==> src/rtl/tpu_command_feeder.sv <==
// Byte-stream front end: buffers host bytes in a show-ahead FIFO, assembles them
// into 48-bit TPU command words and issues each one with the execute/busy handshake.
module tpu_command_feeder #(
  parameter int FIFO_DEPTH  = 16,
  parameter int CTS_MARGIN  = 4,
  parameter int ACK_TIMEOUT = 4
) (
  input  logic        clk_i,
  input  logic        rst_ni,
  input  logic [7:0]  rx_data_i,
  input  logic        rx_valid_i,
  output logic        cts_o,
  output logic        execute_o,
  output logic [47:0] command_o,
  input  logic        busy_i,
  output logic        overflow_o,
  output logic        bad_opcode_o,
  output logic        timeout_o
);
  localparam int PTR_W = $clog2(FIFO_DEPTH);
  localparam int CNT_W = PTR_W + 1;
  localparam int TO_W  = $clog2(ACK_TIMEOUT + 1);

  localparam logic [7:0] TPU_CLEARSCREEN = 8'h01;
  localparam logic [7:0] TPU_PRINT       = 8'h02;
  localparam logic [7:0] TPU_LOCATE      = 8'h03;
  localparam logic [7:0] TPU_SETATTR     = 8'h04;
  localparam logic [7:0] TPU_SETMASK     = 8'h05;

  typedef enum logic [1:0] {FETCH_OP, FETCH_ARG, WAIT_ACK, WAIT_DONE} state_t;

  logic [7:0]       mem_q [FIFO_DEPTH];
  logic [PTR_W-1:0] wr_ptr_q, rd_ptr_q;
  logic [CNT_W-1:0] count_q, count_d;
  logic             cts_q, overflow_q;
  logic             empty, full, pop, push;
  logic [7:0]       head;
  logic [2:0]       op_len;

  state_t           state_q;
  logic             execute_q, bad_opcode_q, timeout_q;
  logic [47:0]      command_q;
  logic [1:0]       rem_q, idx_q;
  logic [TO_W-1:0]  ack_cnt_q;

  assign empty = (count_q == '0);
  assign full  = (count_q == CNT_W'(FIFO_DEPTH));
  assign head  = mem_q[rd_ptr_q];
  assign pop   = !empty && (state_q == FETCH_OP || state_q == FETCH_ARG);
  // A pop on the same edge frees the slot, so a full FIFO can still take the byte.
  assign push  = rx_valid_i && (!full || pop);

  always_comb begin
    count_d = count_q;
    if (push && !pop)
      count_d = count_q + CNT_W'(1);
    else if (pop && !push)
      count_d = count_q - CNT_W'(1);
  end

  always_comb begin
    case (head)
      TPU_CLEARSCREEN: op_len = 3'd1;
      TPU_PRINT:       op_len = 3'd2;
      TPU_LOCATE:      op_len = 3'd3;
      TPU_SETATTR:     op_len = 3'd3;
      TPU_SETMASK:     op_len = 3'd4;
      default:         op_len = 3'd0;
    endcase
  end

  always_ff @(posedge clk_i) begin
    if (push)
      mem_q[wr_ptr_q] <= rx_data_i;
  end

  always_ff @(posedge clk_i or negedge rst_ni) begin
    if (!rst_ni) begin
      wr_ptr_q   <= '0;
      rd_ptr_q   <= '0;
      count_q    <= '0;
      cts_q      <= 1'b1;
      overflow_q <= 1'b0;
    end else begin
      if (push)
        wr_ptr_q <= wr_ptr_q + PTR_W'(1);
      if (pop)
        rd_ptr_q <= rd_ptr_q + PTR_W'(1);
      count_q <= count_d;
      cts_q   <= (CNT_W'(FIFO_DEPTH) - count_d) > CNT_W'(CTS_MARGIN);
      if (rx_valid_i && !push)
        overflow_q <= 1'b1;
    end
  end

  always_ff @(posedge clk_i or negedge rst_ni) begin
    if (!rst_ni) begin
      state_q      <= FETCH_OP;
      execute_q    <= 1'b0;
      bad_opcode_q <= 1'b0;
      timeout_q    <= 1'b0;
      command_q    <= '0;
      rem_q        <= '0;
      idx_q        <= '0;
      ack_cnt_q    <= '0;
    end else begin
      execute_q    <= 1'b0;
      bad_opcode_q <= 1'b0;
      timeout_q    <= 1'b0;
      case (state_q)
        FETCH_OP: begin
          if (!empty) begin
            if (op_len == 3'd0) begin
              bad_opcode_q <= 1'b1;
            end else begin
              command_q <= {40'd0, head};
              if (op_len == 3'd1) begin
                execute_q <= 1'b1;
                ack_cnt_q <= '0;
                state_q   <= WAIT_ACK;
              end else begin
                rem_q   <= 2'(op_len - 3'd1);
                idx_q   <= 2'd1;
                state_q <= FETCH_ARG;
              end
            end
          end
        end
        FETCH_ARG: begin
          if (!empty) begin
            command_q[{idx_q, 3'b000} +: 8] <= head;
            idx_q <= idx_q + 2'd1;
            rem_q <= rem_q - 2'd1;
            if (rem_q == 2'd1) begin
              execute_q <= 1'b1;
              ack_cnt_q <= '0;
              state_q   <= WAIT_ACK;
            end
          end
        end
        WAIT_ACK: begin
          if (busy_i) begin
            state_q <= WAIT_DONE;
          end else if (ack_cnt_q == TO_W'(ACK_TIMEOUT - 1)) begin
            timeout_q <= 1'b1;
            state_q   <= FETCH_OP;
          end else begin
            ack_cnt_q <= ack_cnt_q + TO_W'(1);
          end
        end
        WAIT_DONE: begin
          if (!busy_i)
            state_q <= FETCH_OP;
        end
        default: state_q <= FETCH_OP;
      endcase
    end
  end

  assign cts_o        = cts_q;
  assign overflow_o   = overflow_q;
  assign execute_o    = execute_q;
  assign command_o    = command_q;
  assign bad_opcode_o = bad_opcode_q;
  assign timeout_o    = timeout_q;
endmodule

==> config.mk <==
export PLATFORM = sky130hd
export DESIGN_NAME = tpu_command_feeder
export DESIGN_NICKNAME = d
export VERILOG_FILES = /design/src/rtl/tpu_command_feeder.sv
export SDC_FILE = /design/constraint.sdc
export NUM_CORES = 1
export LEC_CHECK = 0
export ABC_AREA = 1
export CAP_MARGIN = 20
export CORE_ASPECT_RATIO = 2
export CORE_UTILIZATION = 45
export DETAILED_ROUTE_END_ITERATION = 8
export GPL_TIMING_DRIVEN = 0
export SLEW_MARGIN = 20
export SYNTH_ARGS = -nofsm -noshare
export SYNTH_HDL_FRONTEND = slang
export SYNTH_SLANG_ARGS = --single-unit
==> constraint.sdc <==
create_clock -name clk_i -period 2.7 [get_ports clk_i]
set_input_delay 0.54 -clock clk_i [delete_from_list [all_inputs] [get_ports clk_i]]
set_output_delay 0.54 -clock clk_i [all_outputs]
set_load 0.1 [all_outputs]
==> key figures <==
Route
  • DR iter-0 viols: 347
  • WL final: 23700 µm
  • DR WL/cell: 17.5 µm
  • ANT nets after route: 0
  • DR vias: 6910
  • Via density: 5.09
  • Residual DRC: 0
  • DRT Pass-1 Iters: 4

Cells and area
  • Share of cells above drive strength 1: 0.139
  • Layout area overhead: 23.0%
  • N_diodes: 0
  • Area of the multi-input gates: 3150 µm²
  • Layout Nets: 1110
  • Storage cell area: 5720 µm²
  • Final instance area: 11500 µm²
  • Number of fill cells: 1827

Floorplan
  • Die W: 104 µm
  • Site Rows: 74
  • Core ar.: 20400 µm²
  • Die area: 21300 µm²
  • Initial core utilization: 0.458
  • Die H: 206 µm
  • Ports: 65

Synthesis
  • Post-synth top flop: edfxtp_1
  • Synth cell types: 37
  • FFs w/ async S/R, synth: 0.369
  • #FFs+latches synth: 203
  • Count leader, synth: nand2_1
  • Synth top cells by count: nand2_1 (304), nand3_1 (132), edfxtp_1 (128)
  • Ys Warns: 0
  • Area contributors post-synth: edfxtp_1 (41%), dfrtp_1 (20%), nand2_1 (12%)
  • Syn_nets: 1005
  • Syn avg cell area: 9.56 µm²
  • Sequential area share after synthesis: 0.614
  • Post-synth EDFFs: 128
  • Post-Synthesis Cells: 975
  • Top cell type's share of synthesized area: 0.412
  • Synthesized area: 9330 µm²
  • Cell taking the most area after synthesis: edfxtp_1

Power and ir drop
  • Sequential share of power: 0.294
  • Internal power of the cells: 7510 µW
  • Comb power frac: 0.521
  • Pwr Density: 1190 nW/µm²
  • Leakage dissipation: 0.00511 µW
  • Worst VDD drop: 694 µV
  • Net Switching: 6140 µW
  • Switching share of power: 0.450
  • Clk pwr share: 0.185

Outcome
  • Outcome: completed

Clocking
  • CTS tree: built
  • Total CTS buffers: 19
  • Clk_lat worst skew: 0.50 ns
  • Clock tree buffer depth: 3
  • CTS clk-pin slew, worst paths: 0.07 ns
  • Clock Sink Count: 203
  • CTS H-tree lvls: 1
  • Clock Tree Root: clkbuf_16

Global routing
  • Number of global-route vias before repair: 6724
  • Largest net degree at the start of global routing: 48
  • First-pass GRT wire length: 36000 µm
  • Initial antenna violation count: 0
  • Total GRT Usage: 0.222
  • Grt ovf: 0

Worst setup path
  • Critical Path, Cell by Cell: buf_6 > buf_4 > o211ai_1 > nand3_1 > nand3_2 > nand2_4 > inv_2 > nand4_1 > nand2_1 > nand2_4 > ha_4 > nand3_4 > nand2_8 > clkinv_8 > buf_12 > nand3_1 > nand2_1
  • R2r startpoint: rd_ptr_q[0]
  • Worst Setup Path Type: flop to flop
  • Crit end category: flop
  • Worst reg-to-reg path cell count: 17
  • Number of buffers and inverters on the critical path: 5
  • CP Depth: 17
  • Worst r2r dst: command_o[34]
  • Reg2Reg Setup Slack: 0.05 ns
  • Crit-path slowest cell: dfrtp_1
  • Crit-path leading delay family: simple AND/OR/NAND/NOR gates
  • Worst-path maximum fanout: 10
  • WP data arrival: 3.08 ns
  • CP Data Required Time: 3.12 ns
  • Startpoint types: flop
  • Worst path max stage delay: 0.39 ns

Min path
  • Hold Crit Start: command_o[43]
  • HP Class: flop to flop
  • WHS Endpoint: command_o[43]
  • WHS Path Cells: 2

Flow run
  • Max-capacitance violation count: 0

STA
  • Minimum clock period: 2.65 ns
  • Part of the cycle the worst path needs: 0.983
  • Fmax: 377 MHz
  • Rel. slew slack: 0.274
  • Worst-Margin Slew: 1.08 ns
  • Max Slew Vio Count: 0
  • Worst setup margin: 0.0463 ns
  • Layout Skew: 0.0178 ns
  • RSZ-0062 raised after global routing: true
  • Setup-failing EPs final: 0
  • Fin. Hold Viols: 0

Place
  • IO buf count: 64
  • Final GP Congestion: 0.876
  • Pre-CTS setup slack: -0.221 ns
  • Dpl hpwl: 16800 µm
  • Placed instance area: 10300 µm²
power groups by stage:
stage | Combinational, µW | Clock [µW] | Sequential, µW
CTS | 6240 | 2560 | 4010
global route | 7650 | 2680 | 4050
global placement | 5910 | 0 | 4060
floorplan | 3570 | 0 | 4760
finish | 7120 | 2520 | 4010
detailed placement | 5960 | 0 | 4070
flip-flops by register name (all words and copies together), names as in the netlist:
| signal | count |
|---|---|
| mem_q | 128 |
| command_o | 48 |
| count_q | 5 |
| rd_ptr_q | 4 |
| wr_ptr_q | 4 |
| ack_cnt_q | 3 |
| idx_q | 2 |
| rem_q | 2 |
| state_q | 2 |
| bad_opcode_o | 1 |
| cts_o | 1 |
| execute_o | 1 |
| overflow_o | 1 |
| timeout_o | 1 |
tightest hold or removal path, delay by kind of cell, from the launching register on:
kind | cells | cell delay [ns]
buf+inv | 1 | 0.04
flops | 1 | 0.34
simple gates | 1 | 0.05
per-layer routing:
metal,track usage,vias to the layer above,share of wire
li1,-,3375,-
met1,0.211,3298,0.34
met2,0.458,169,0.58
met3,0.0219,68,0.028
met4,0.120,0,0.049
met5,0,-,0
through the flow:
| step | power [µW] | utilization | hold slack, ns | std cells | setup TNS, ns |
|---|---|---|---|---|---|
| detailed placement | 10000 | 0.507 | 0.451 | 1306 | -14.30 |
| finish | 13700 | 0.563 | 0.464 | 1358 | 0 |
| global placement | 9970 | 0.506 | 0.449 | 1305 | -133.92 |
| floorplan | 8330 | - | 0.244 | 975 | 0 |
| CTS | 12800 | 0.540 | 0.469 | 1346 | -0.00164 |
| global route | 14400 | 0.563 | 0.483 | 1358 | -1.49 |
area by class of cell:
type,count,area share
Clock buffer,27,0.0467
Clock inverter,6,0.00327
Inverter,110,0.0396
Timing Repair Buffer,83,0.0733
Timing Repair inverter,1,0.000982
Tap cell,266,0.0290
Sequential cell,203,0.499
Buffer,37,0.0337
Multi-Input combinational cell,625,0.274
worst max-delay path by stage:
stage / startpoint / end
after CTS: rd_ptr_q[0] / command_o[41]
final: rd_ptr_q[0] / command_o[34]
after detailed placement: rd_ptr_q[1] / command_o[34]
after global placement: rst_ni / command_o[12]
after global routing: count_q[0] / mem_q[5][7]
after floorplan: rd_ptr_q[0] / command_o[32]
cell usage in the layout, fill, tap and decap left out, drive strengths merged, types with 4 or more instances in the layout:
master / instances
nor3: 13
ha: 18
nand2: 312
or2: 4
nor2: 87
o21ai: 22
buf: 48
clkbuf: 35
o21bai: 4
nand3: 133
edfxtp: 128
clkinv: 6
inv: 110
o211ai: 7
nand4: 8
xor2: 9
dfrtp: 74
clkdlybuf4s50: 62
logic make-up after synthesis:
| family | synth area share |
|---|---|
| simple gates | 0.252 |
| flops | 0.614 |
| buf+inv | 0.0751 |
| compound gates | 0.0252 |
| fa+ha+maj | 0.0242 |
| xor+xnor | 0.00845 |
| mux | 0.00107 |
repair_timing:
item | CTS | global route
pin swaps | 3 | 18
setup buffers | 5 | 10
endpoints found under the setup margin | 60 | 130
hold buffers | 1 | 0
hold endpoints to repair | 18 | 0
cloned | 1 | 2
gates resized for setup | 19 | 85
(Power assumes the default switching activity.)
